**config.mk**
```make
export PLATFORM = sky130hd
export DESIGN_NAME = if_stage
export DESIGN_NICKNAME = d
export VERILOG_FILES = /design/src/rtl/mips_pkg.sv /design/src/rtl/if_decode.sv /design/src/rtl/if_stage.sv
export SDC_FILE = /design/constraint.sdc
export NUM_CORES = 1
export LEC_CHECK = 0
export CAP_MARGIN = 25
export CORE_UTILIZATION = 58
export CTS_BUF_LIST = sky130_fd_sc_hd__clkbuf_8
export DETAILED_ROUTE_END_ITERATION = 10
export PLACE_DENSITY = 0.87
export RECOVER_POWER = 50
export SYNTH_ARGS = -nofsm -noshare
export SYNTH_HDL_FRONTEND = slang
export SYNTH_HIERARCHICAL = 1
export SYNTH_SLANG_ARGS = --single-unit
```
**constraint.sdc**
```tcl
create_clock -name clk -period 8.7 [get_ports clk]
set_input_delay 2.175 -clock clk [delete_from_list [all_inputs] [get_ports clk]]
set_output_delay 2.175 -clock clk [all_outputs]
set_load 0.05 [all_outputs]
```
**src/rtl/mips_pkg.sv**
```systemverilog
// rtl/mips_pkg.sv - shared types and constants for the MIPS fetch path
// Purpose: instruction type codes, opcode constants and fetch FSM state encoding.
// Ports: none (package).
package mips_pkg;

  typedef enum logic [1:0] {
    IT_R    = 2'd0,
    IT_J    = 2'd1,
    IT_HALT = 2'd2,
    IT_I    = 2'd3
  } instr_type_e;

  localparam logic [5:0] OP_RTYPE = 6'h00;
  localparam logic [5:0] OP_J     = 6'h02;
  localparam logic [5:0] OP_JAL   = 6'h03;

  typedef enum logic [1:0] {
    S_FETCH = 2'd0,
    S_FULL  = 2'd1,
    S_DROP  = 2'd2,
    S_HALT  = 2'd3
  } if_state_e;

endpackage

```
**src/rtl/if_decode.sv**
```systemverilog
// rtl/if_decode.sv - combinational split of an instruction word into fields
// Purpose: field extraction plus instruction-type classification.
// Ports: instr (32b word in); opcode/rs/rt/rd/sa/funct/instr_address/immediate fields out; itype out.
module if_decode
  import mips_pkg::*;
#(
  parameter logic [5:0] HALT_OPCODE = 6'h3F
) (
  input  logic [31:0]  instr,
  output logic [5:0]   opcode,
  output logic [4:0]   rs,
  output logic [4:0]   rt,
  output logic [4:0]   rd,
  output logic [4:0]   sa,
  output logic [5:0]   funct,
  output logic [25:0]  instr_address,
  output logic [15:0]  immediate,
  output instr_type_e  itype
);

  assign opcode        = instr[31:26];
  assign rs            = instr[25:21];
  assign rt            = instr[20:16];
  assign rd            = instr[15:11];
  assign sa            = instr[10:6];
  assign funct         = instr[5:0];
  assign instr_address = instr[25:0];
  assign immediate     = instr[15:0];

  always_comb begin
    itype = IT_I;
    if (opcode == OP_RTYPE)
      itype = IT_R;
    else if (opcode == OP_J || opcode == OP_JAL)
      itype = IT_J;
    else if (opcode == HALT_OPCODE)
      itype = IT_HALT;
  end

endmodule

```
**src/rtl/if_stage.sv**
```systemverilog
// rtl/if_stage.sv - instruction fetch stage with IF/ID pipeline register
// Purpose: PC register, fetch FSM over a one-outstanding req/ack memory port, one-entry skid buffer, IF/ID register.
// Ports: clk, rst_n; imem_req/imem_addr/imem_ack/imem_rdata memory port; stall, redirect_valid/redirect_pc from ID;
//        id_valid, id_pc, decoded fields and InstructionType to ID; halted status.
module if_stage
  import mips_pkg::*;
#(
  parameter logic [31:0] RESET_PC    = 32'h0000_0000,
  parameter logic [5:0]  HALT_OPCODE = 6'h3F
) (
  input  logic         clk,
  input  logic         rst_n,
  output logic         imem_req,
  output logic [31:0]  imem_addr,
  input  logic         imem_ack,
  input  logic [31:0]  imem_rdata,
  input  logic         stall,
  input  logic         redirect_valid,
  input  logic [31:0]  redirect_pc,
  output logic         id_valid,
  output logic [31:0]  id_pc,
  output logic [5:0]   opcode,
  output logic [4:0]   rs,
  output logic [4:0]   rt,
  output logic [4:0]   rd,
  output logic [4:0]   sa,
  output logic [5:0]   funct,
  output logic [25:0]  instr_address,
  output logic [15:0]  Adress_Immediate,
  output logic [1:0]   InstructionType,
  output logic         halted
);

  if_state_e   state, state_nxt;
  logic [31:0] pc;
  logic [31:0] drop_addr;   // address of the request being discarded after a redirect
  logic        skid_valid;
  logic [31:0] skid_word;
  logic [31:0] skid_pc;

  logic        fetch_ack, id_loadable, load_mem, load_skid, to_skid, id_load;
  logic [31:0] word_in, pc_in;

  logic [5:0]  dec_opcode, dec_funct;
  logic [4:0]  dec_rs, dec_rt, dec_rd, dec_sa;
  logic [25:0] dec_addr;
  logic [15:0] dec_imm;
  instr_type_e dec_type;

  // The old address is held in S_DROP so the memory sees a stable request until it acks.
  assign imem_req  = rst_n && (state == S_FETCH || state == S_DROP);
  assign imem_addr = (state == S_DROP) ? drop_addr : pc;
  assign halted    = (state == S_HALT);

  assign fetch_ack   = (state == S_FETCH) && imem_ack;
  assign id_loadable = !id_valid || !stall;
  assign load_mem    = fetch_ack && id_loadable;
  assign load_skid   = (state == S_FULL) && skid_valid && id_loadable;
  assign to_skid     = fetch_ack && !id_loadable;
  assign id_load     = load_mem || load_skid;
  assign word_in     = load_skid ? skid_word : imem_rdata;
  assign pc_in       = load_skid ? skid_pc : pc;

  if_decode #(.HALT_OPCODE(HALT_OPCODE)) u_decode (
    .instr         (word_in),
    .opcode        (dec_opcode),
    .rs            (dec_rs),
    .rt            (dec_rt),
    .rd            (dec_rd),
    .sa            (dec_sa),
    .funct         (dec_funct),
    .instr_address (dec_addr),
    .immediate     (dec_imm),
    .itype         (dec_type)
  );

  always_comb begin
    state_nxt = state;
    if (redirect_valid) begin
      // An unacked request must still be drained; an ack this cycle completes it.
      if ((state == S_FETCH || state == S_DROP) && !imem_ack)
        state_nxt = S_DROP;
      else
        state_nxt = S_FETCH;
    end else begin
      case (state)
        S_FETCH: if (imem_ack)
                   state_nxt = to_skid ? S_FULL : ((dec_type == IT_HALT) ? S_HALT : S_FETCH);
        S_FULL:  if (load_skid)
                   state_nxt = (dec_type == IT_HALT) ? S_HALT : S_FETCH;
        S_DROP:  if (imem_ack) state_nxt = S_FETCH;
        S_HALT:  state_nxt = S_HALT;
        default: state_nxt = S_FETCH;
      endcase
    end
  end

  always_ff @(posedge clk) begin
    if (!rst_n) begin
      state            <= S_FETCH;
      pc               <= RESET_PC;
      drop_addr        <= '0;
      skid_valid       <= 1'b0;
      skid_word        <= '0;
      skid_pc          <= '0;
      id_valid         <= 1'b0;
      id_pc            <= '0;
      opcode           <= '0;
      rs               <= '0;
      rt               <= '0;
      rd               <= '0;
      sa               <= '0;
      funct            <= '0;
      instr_address    <= '0;
      Adress_Immediate <= '0;
      InstructionType  <= '0;
    end else begin
      state <= state_nxt;
      if (redirect_valid) begin
        pc         <= redirect_pc & 32'hFFFF_FFFC;
        skid_valid <= 1'b0;
        id_valid   <= 1'b0;
        if (state == S_FETCH)
          drop_addr <= pc;
      end else begin
        if (fetch_ack)
          pc <= pc + 32'd4;
        if (to_skid) begin
          skid_valid <= 1'b1;
          skid_word  <= imem_rdata;
          skid_pc    <= pc;
        end else if (load_skid) begin
          skid_valid <= 1'b0;
        end
        if (id_load) begin
          id_valid         <= 1'b1;
          id_pc            <= pc_in;
          opcode           <= dec_opcode;
          rs               <= dec_rs;
          rt               <= dec_rt;
          rd               <= dec_rd;
          sa               <= dec_sa;
          funct            <= dec_funct;
          instr_address    <= dec_addr;
          Adress_Immediate <= dec_imm;
          InstructionType  <= dec_type;
        end else if (!stall) begin
          id_valid <= 1'b0;
        end
      end
    end
  end

endmodule
```
# After elaboration in Yosys (flattened, before gate mapping)
# Cells that the tools add are included.
[totals] ff_bits=240 inputBits=69 output_inout_bits=143 word_cells=76
[classes] add_sub_neg=1 eq_ne=11 mux=20 bitwise_logic=2 n_reduce_logical=24
[op_table] cell="32-bit 2-to-1 mux" n=5
[op_table] cell="32-bit by 3-bit adder with 32-bit output, second input constant" n=1
[op_table] cell="2-bit 2-to-1 mux" n=9
[op_table] cell="6-bit by 2-bit equality test with 1-bit output, second input constant" n=2
[op_table] cell="3-bit inequality test, second input constant" n=3
[op_table] cell="2-bit case mux with 4 select lines" n=1
[op_table] cell="1-bit logical AND" n=7
[op_table] cell="2-bit equality test, second input constant" n=3
[op_table] cell="6-bit equality test, second input constant" n=1
[op_table] cell="6-bit logical NOT" n=1
[op_table] cell="2-bit AND reduction" n=3
[op_table] cell="1-bit 2-to-1 mux" n=5
[op_table] cell="1-bit logical NOT" n=4
[op_table] cell="1-bit logical OR" n=4
[op_table] cell="2-bit nonzero test" n=2
[op_table] cell="3-bit AND reduction" n=1
[op_table] cell="2-bit by 1-bit equality test with 1-bit output, second input constant" n=1
[op_table] cell="2-bit logical NOT" n=1
[op_table] cell="2-bit by 1-bit inequality test with 1-bit output, second input constant" n=1
[op_table] cell="1-bit NOT" n=2
[op_table] cell="2-bit OR reduction" n=1

# Depth between registers and ports, before layout
# Gate-level depths: netlist of run 1.
[logic_depth] ltp_word=14 depth_mapped=12 mapped_depth_nobuf=9

# Cells and area by module
# The synthesis of run 1 kept the hierarchy.
[by_module_without_submodules] mod="if_stage" instances=1 cells_per_inst=1255 area_per_inst_um2=10428.8 seq_area_each_um2=4644.5
[by_module_without_submodules] mod="if_decode" instances=1 cells_per_inst=81 area_per_inst_um2=599.3 seq_area_each_um2=0.0

# Least setup slack after synthesis of run 1
# No wires, ideal clock.
[synth_path] path_type="in2out" start="input rst_n" end="output imem_req" arrival_time_ps=3668 required_ps=6525 path_slack_ps=2857 path_stages=4 cell_sequence="clkbuf_1 clkbuf_1 clkbuf_1 nor2b_1"
[synth_between] elab_chain_len=1
[synth_lines] item="from (decl)" line_no="if_stage.sv:12" text="input logic rst_n,"
[synth_lines] item="1-bit logical AND" line_no="if_stage.sv:51" text="assign imem_req = rst_n && (state == S_FETCH || state == S_DROP);"
[synth_lines] item="to (decl)" line_no="if_stage.sv:13" text="output logic imem_req,"
# No other way between the ends.

# Final worst setup path of run 1
[layout_path] start="input imem_ack" end="register id_pc[22]"
[layout_between] elab_chain_len=4
[layout_lines] item="from (decl)" line_no="if_stage.sv:15" text="input logic imem_ack,"
[layout_lines] item="1-bit logical AND" line_no="if_stage.sv:55" text="assign fetch_ack = (state == S_FETCH) && imem_ack;"
[layout_lines] item="1-bit logical AND" line_no="if_stage.sv:57" text="assign load_mem = fetch_ack && id_loadable;"
[layout_lines] item="1-bit logical OR" line_no="if_stage.sv:60" text="assign id_load = load_mem || load_skid;"
[layout_lines] item="2-bit AND reduction (no line)"
[layout_lines] item="to (signal assigned)" line_no="if_stage.sv:137" text="id_pc <= pc_in;"
[layout_lines] item="to (decl)" line_no="if_stage.sv:21" text="output logic [31:0] id_pc,"
# No other way between the ends.
# A chain may end at the register's enable or synchronous reset.

==> results of run 1 <==
-- kinds of logic (layout without fill, tap and decap cells) --
group	count (synthesis)	count (layout)	share of synthesized area
simple gates	551	551	0.219
compound gates	282	282	0.190
flops	232	232	0.421
buf+inv	199	290	0.0994
mux	61	61	0.0623
xor+xnor	9	9	0.00715
fa+ha+maj	1	1	0.00113
other cells	1	5	0.000340
-- per-stage QoR --
step / power, mW / cell area (um^2) / hold WS (ns)
after global routing: 2.59 / 13200 / 0.472
after CTS: 2.52 / 13200 / 0.451
after detailed placement: 1.59 / 12500 / 0.443
after floorplan: 1.47 / 11000 / 0.433
final: 2.49 / 13200 / 0.451
after global placement: 1.59 / 12500 / 0.438
-- power groups by stage --
stage | Combinational (mW) | Clock (mW) | Sequential [mW]
3_5_place_dp | 0.420 | 0 | 1.17
2_1_floorplan | 0.223 | 0 | 1.25
6_report | 0.412 | 0.927 | 1.15
5_1_grt | 0.436 | 0.996 | 1.16
3_3_place_gp | 0.416 | 0 | 1.17
4_1_cts | 0.423 | 0.944 | 1.15
-- cells in the final DEF (no fill, tap or decap), drive strengths merged, types with 34 or more instances in the layout --
master | synthesis | final
dlygate4sd3 | 0 | 109
mux2 | 61 | 61
dfxtp | 232 | 232
nand2 | 393 | 393
clkbuf | 81 | 52
clkdlybuf4s50 | 0 | 95
a21boi | 169 | 169
o211a | 34 | 34
nand3 | 81 | 81
o21ai | 36 | 36
-- state kept, by name, summed over array words and instances, names as in the netlist --
signal / flops
id_pc: 30
Adress_Immediate: 16
drop_addr: 30
pc: 30
opcode: 6
InstructionType: 2
state: 2
funct: 6
rt: 5
skid_word: 32
rs: 5
skid_valid: 1
skid_pc: 30
instr_address: 26
id_valid: 1
rd: 5
sa: 5
-- layout make-up --
class	instances	share of cell area
clock inverter	18	0.00589
sequential	232	0.353
clock buffer	49	0.0512
multi-input combinational	908	0.403
tap	234	0.0222
inverter	4	0.00114
timing repair buffer	219	0.164
antenna	1	0.000190
-- final timing paths --
| kind | start | slack (ns) | cells past startpoint | endpoint |
|---|---|---|---|---|
| worst min register to register | skid_word[14] | 0.45 | 2 | skid_word[14] |
| worst max register to register | state[0] | 4.43 | 5 | id_pc[22] |
| worst min-delay path | skid_word[14] | 0.45 | 2 | skid_word[14] |
| worst max-delay path | imem_ack | 2.64 | 6 | id_pc[22] |
-- worst max-delay path, stage by stage --
cell	delay (ns)
dlygate4sd3_1	0.60
or3b_1	0.54
a221oi_1	2.26
buf_12	0.46
nand3_1	0.18
o211a_1	0.16
-- layer usage --
layer,track usage,up-vias,part of all wire
met5,0,-,0.00047
met4,0.104,2,0.024
met3,0.0485,59,0.079
met2,0.468,387,0.48
met1,0.365,4520,0.42
li1,-,4598,-
==> impl_metrics.ini, run 1 <==
[grt]
grt_pass1_wl_um = 44900
grt_max_degree = 116
antenna_found_initial = 2
grt_overflow = 0
first_global_vias = 8955
grtUsageTotal = 0.281

[sta]
rsz0062_at_grt = no
relSlewSlack = -1.11
period_needed_ns = 6.06
layout_worst_path_cycle_share = 0.696
setup_viol = 0
final_hold_viol_count = 0
clock.fmax_mhz = 165
setup_ws_ns = 2.64
finalSetupTns_ns = 0
finClkSkew_ns = 0.0231
drv_slew = 183
worst_pin_slew_ns = 3.17

[clock_network]
clk_latency_ns = 0.52
clk_pin_slew_ns = 0.06
cts_buffers = 40
cts.sink_count = 232
cts.repair.resized = 0
clockRootBuffer = clkbuf_8
clockBufferDepth = 3
post_cts_buffers = 0
postCtsHoldBufs = 0
htree_levels = 2
cts_tree = yes

[cells_and_area]
multi_input_area_um2 = 5300
n_fill_cell = 1437
finalNonFillerCells = 1665
layout.nets = 1475
area_growth_pct = 19.4
layout-drive-gt1-share = 0.0944
regArea_um2 = 4640
final_core_util = 0.706

[power_and_ir_drop]
power.share.sequential = 0.462
clkPwrFrac = 0.372
power.density_nw_per_um2 = 189
ir_worst_vdd_mv = 0.133
leakagePower_nw = 5.27
switching_share = 0.292
comb_power_share = 0.165
p_sw_mw = 0.728
p_int_mw = 1.76

[setup_path]
start_kind = input port
worst-setup-path-type = in -> reg
cp.arrival_ns = 6.48
worstPathRequired_ns = 9.12
end_kind = flop
crit_path_max_fanout = 115

[die]
fp-row-count = 50
start_util = 0.592
dieArea_um2 = 19600
ioPinCount = 212
coreArea_um2 = 18600
die_w_um = 140
die_height_um = 140

[synth]
synth_largest_area_cell = dfxtp_1
yosysWarnings = 6
synthCells = 1336
yosysMostFrequentCell = nand2_1
synth_commonest_cells = 393 x nand2_1, 232 x dfxtp_1, 134 x a21boi_0
synthFlopType = dfxtp_1
async_flop_share = 0
synthesis.area_um2 = 11000
ys_seq_area_frac = 0.421
syn-mean-instance-area_um2 = 8.25
yosys.cell_types.count = 51
synth_edf_count = 0
ys_ff_latch = 232
synth_top_area_share = 0.421
synthTopCellsByArea = dfxtp_1 42%, nand2_1 13%, a21boi_0 9.1%, mux2_2 6.2%, buf_4 5.4%

[drt]
vias_per_cell = 5.75
wl_per_cell_um = 16.7
final_antenna_net_count = 0
postRouteWirelength_um = 27800
drc = 0
drtIter0Drc = 822
first_pass_iters = 5
vias = 9566

[place]
dp_hpwl_um = 17500
gp_congestion = 0.850
dp_slack_ns = 2.90
placed_cells = 1597
io_buffers = 205

[job]
maxCapViolCount = 5

[run_status]
status = finished with violations
violations = max-capacitance violations, max-slew violations

[hold_path]
hold_class = reg -> reg
(Power assumes the default switching activity.)
==> run 2, diff against run 1 <==
--- a/config.mk
+++ b/config.mk
@@ -6,10 +6,10 @@
 export NUM_CORES = 1
 export LEC_CHECK = 0
 export CAP_MARGIN = 25
-export CORE_UTILIZATION = 58
+export CORE_UTILIZATION = 54
 export CTS_BUF_LIST = sky130_fd_sc_hd__clkbuf_8
 export DETAILED_ROUTE_END_ITERATION = 10
-export PLACE_DENSITY = 0.87
+export PLACE_DENSITY = 0.82
 export RECOVER_POWER = 50
 export SYNTH_ARGS = -nofsm -noshare
 export SYNTH_HDL_FRONTEND = slang
==> constraint.sdc (replaced) <==
create_clock -name clk -period 6.29 [get_ports clk]
set_input_delay 1.5725 -clock clk [delete_from_list [all_inputs] [get_ports clk]]
set_output_delay 1.5725 -clock clk [all_outputs]
set_load 0.05 [all_outputs]
==> impl_metrics.ini, run 2 (same netlist as run 1, synthesis figures left out) <==
[run_status]
status = finished with violations
violations = max-capacitance violations, max-slew violations

[sta]
setup_ws_ns = 1.34
rsz0062_at_grt = no
worst_pin_slew_ns = 2.65
drv_slew = 32
whs_ns = 0.451
clock.fmax_mhz = 202
layout_worst_path_cycle_share = 0.786
finalSetupTns_ns = 0
relSlewSlack = -0.781
final_hold_viol_count = 0
finClkSkew_ns = 0.0274
period_needed_ns = 4.95
setup_viol = 0

[grt]
grt_overflow = 0
antenna_found_initial = 1
grt_max_degree = 122
grtUsageTotal = 0.258
first_global_vias = 8707
grt_pass1_wl_um = 44500

[drt]
vias_per_cell = 5.60
first_pass_iters = 5
wl_per_cell_um = 16.3
drc = 0
drtIter0Drc = 761
final_antenna_net_count = 0
vias = 9462
postRouteWirelength_um = 27600

[setup_path]
worstPathRequired_ns = 6.75
cp_top_family = simple AND/OR/NAND/NOR gates
worst-setup-path-type = in -> reg
start_kind = input port
max_stage_delay_ns = 2.19
worstPathCellList = dlygate4sd3_1 > nand2_1 > nor3_1 > buf_12 > o22ai_1 > a21boi_0
cp_slowest_cell = nor3_1
cp.arrival_ns = 5.41
worst-path-buf-inv = 2
crit_path_max_fanout = 43
end_kind = flop

[cells_and_area]
final_cell_mix = 393 x nand2_1, 232 x dfxtp_1, 136 x a21boi_0
largest_register = skid_word
n_fill_cell = 1642
finalInstanceArea_um2 = 13100
layout-drive-gt1-share = 0.0898
largest_reg_flops = 32
antenna_cells = 0
layout.nets = 1476
area_growth_pct = 19.0
final_core_util = 0.665
layout_commonest_cell = nand2_1

[clock_network]
clk_latency_ns = 0.53
post_cts_buffers = 0
postCtsHoldBufs = 0
cts_buffers = 39
cts_tree = yes
clk_pin_slew_ns = 0.06
cts.sink_count = 232
htree_levels = 2
cts.repair.resized = 0
clockBufferDepth = 3
clockRootBuffer = clkbuf_8

[place]
io_buffers = 205
dpl_cell_area_um2 = 12500
gp_congestion = 0.827
dp_hpwl_um = 17800
dp_slack_ns = 1.48

[power_and_ir_drop]
ir_worst_vdd_mv = 0.204
leakagePower_nw = 5.23
power.density_nw_per_um2 = 255

[die]
ioPinCount = 212
die_height_um = 145
dieArea_um2 = 21000
coreArea_um2 = 19700
die_w_um = 145
start_util = 0.559
fp-row-count = 51

[hold_path]
hold_class = reg -> reg

[job]
maxCapViolCount = 2
==> run 2: report_power, final <==
group	switching, mW	total [mW]	internal, mW
Sequential	0.0582	1.59	1.53
Clock	0.568	1.19	0.619
Combinational	0.365	0.569	0.204
==> run 2: metrics by stage <==
step | power, mW | instances
after detailed placement | 2.21 | 1630
final | 3.35 | 1690
after CTS | 3.39 | 1690
after global placement | 2.20 | 1630
after floorplan | 2.03 | 1339
after global routing | 3.48 | 1690
==> run 2: area by class of cell <==
class,count,area [um^2],area share
multi-input cells,908,5290,0.403
flip-flops and latches,232,4640,0.354
clock buffers,43,592,0.0451
well taps,265,332,0.0253
inverters,4,15.0,0.00114
repair buffers,221,2180,0.166
clock inverters,17,73.8,0.00563
==> run 2: worst reg2reg max path, stage by stage (launching register included) <==
cell and delay, ns:
dfxtp_1 0.45, or3b_1 0.56, nor3_1 2.02, buf_12 0.32
o22ai_1 0.12, a21boi_0 0.19
==> run 2: worst paths after layout <==
| check | slack (ns) | start | to | cells after the start |
|---|---|---|---|---|
| max | 1.34 | stall | state[0] | 6 |
| min | 0.45 | Adress_Immediate[0] | Adress_Immediate[0] | 2 |
| max reg2reg | 2.55 | state[0] | state[0] | 5 |
| min reg2reg | 0.45 | Adress_Immediate[0] | Adress_Immediate[0] | 2 |
==> run 2: per-layer routing <==
layer  share of wire  up-vias  global-route usage
met2            0.47      417               0.428
met1            0.43     4394               0.337
li1                -     4589                   -
met3           0.079       60              0.0450
met5         0.00036        -                   0
met4           0.022        2              0.0872
==> run 3, diff against run 2 <==
==> constraint.sdc (replaced) <==
create_clock -name clk -period 4.7 [get_ports clk]
set_input_delay 1.175 -clock clk [delete_from_list [all_inputs] [get_ports clk]]
set_output_delay 1.175 -clock clk [all_outputs]
set_load 0.05 [all_outputs]
==> impl_metrics.ini, run 3 (same netlist as run 1, synthesis figures left out) <==
[setup_path]
crit_path_max_fanout = 76
worst-setup-path-type = in -> reg
worstPathRequired_ns = 5.09
start_kind = input port
end_kind = flop
r2r_setup_slack_ns = 1.91
cp.arrival_ns = 4.52

[die]
die_w_um = 145
coreArea_um2 = 19700
dieArea_um2 = 21000
fp-row-count = 51
ioPinCount = 212
start_util = 0.559
die_height_um = 145

[cells_and_area]
largest_reg_flops = 32
final_cell_mix = 393 x nand2_1, 232 x dfxtp_1, 140 x a21boi_0
finalNonFillerCells = 1699
layout-drive-gt1-share = 0.0976
finalInstanceArea_um2 = 13300
layout.nets = 1479
largest_register = skid_word
antenna_cells = 0
area_growth_pct = 20.4
layout_commonest_cell = nand2_1

[grt]
grt_max_degree = 110
antenna_found_initial = 1
first_global_vias = 8975
grtUsageTotal = 0.261
grt_overflow = 0
grt_pass1_wl_um = 45500

[place]
dpl_cell_area_um2 = 12500
placed_cells = 1632
io_buffers = 205
dp_hpwl_um = 17800
dp_slack_ns = 0.805
gp_congestion = 0.823

[drt]
vias_per_cell = 5.61
final_antenna_net_count = 0
wl_per_cell_um = 16.5
first_pass_iters = 5
postRouteWirelength_um = 28000
drc = 0
vias = 9534
drtIter0Drc = 603

[job]
maxCapViolCount = 1

[sta]
drv_slew = 56
whs_ns = 0.450
worst_pin_slew_ns = 2.24
relSlewSlack = -0.495
finClkSkew_ns = 0.0316
setup_ws_ns = 0.573
finalSetupTns_ns = 0
clock.fmax_mhz = 242
period_needed_ns = 4.13
setup_viol = 0
final_hold_viol_count = 0
rsz0062_at_grt = no
layout_worst_path_cycle_share = 0.878

[clock_network]
htree_levels = 2
cts.repair.resized = 0
clk_latency_ns = 0.54
cts_tree = yes
cts_buffers = 40
clk_pin_slew_ns = 0.06
clockRootBuffer = clkbuf_8
cts.sink_count = 232
clockBufferDepth = 3
postCtsHoldBufs = 0
post_cts_buffers = 0

[run_status]
status = finished with violations
violations = max-capacitance violations, max-slew violations

[power_and_ir_drop]
leakagePower_nw = 5.30
power.density_nw_per_um2 = 347
ir_worst_vdd_mv = 0.249

[hold_path]
hold_class = reg -> reg
==> run 3: cell count changes in the layout (fill, tap and decap cells not counted), sizes merged <==
cell,before,now
clkbuf,46,51
buf,14,16
clkdlybuf4s50,94,96
dlygate4sd3,110,108
clkinvlp,0,1
inv,21,22
==> run 3: final cells by class <==
class                   instances  area (um^2)
fillers                      1601         6440
multi-input cells             908         5330
flip-flops and latches        232         4640
repair buffers                223         2210
clock buffers                  48          661
well taps                     265          332
clock inverters                19         80.1
inverters                       4         15.0
==> run 3: metrics by stage <==
step,utilization,power [mW]
2_1_floorplan,-,2.72
3_5_place_dp,0.636,2.96
5_1_grt,0.673,4.79
6_report,0.673,4.60
3_3_place_gp,0.636,2.95
4_1_cts,0.673,4.66
==> run 3: worst paths after layout <==
check,start,to,cells after the start
setup / recovery,redirect_valid,instr_address[24],7
hold / removal,skid_word[18],skid_word[18],2
hold reg to reg,skid_word[18],skid_word[18],2
setup reg to reg,state[0],state[1],9
==> run 3: worst max-delay path, stage by stage <==
cell and delay [ns]:
dlygate4sd3_1 0.60, inv_1 0.10, clkbuf_1 1.60, o211ai_4 0.11
clkbuf_4 0.57, nand2_1 0.22, a21boi_0 0.10
==> run 3: metal layers <==
metal / GRT usage / routed length, um
met5: 0 / 12
met4: 0.102 / 795
met3: 0.0469 / 1700
met2: 0.428 / 13300
met1: 0.339 / 12200
==> run 3: report_power, final <==
part | total, mW | internal [mW] | switching [mW]
logic | 0.766 | 0.277 | 0.489
clock network | 1.70 | 0.918 | 0.785
registers | 2.13 | 2.05 | 0.0810
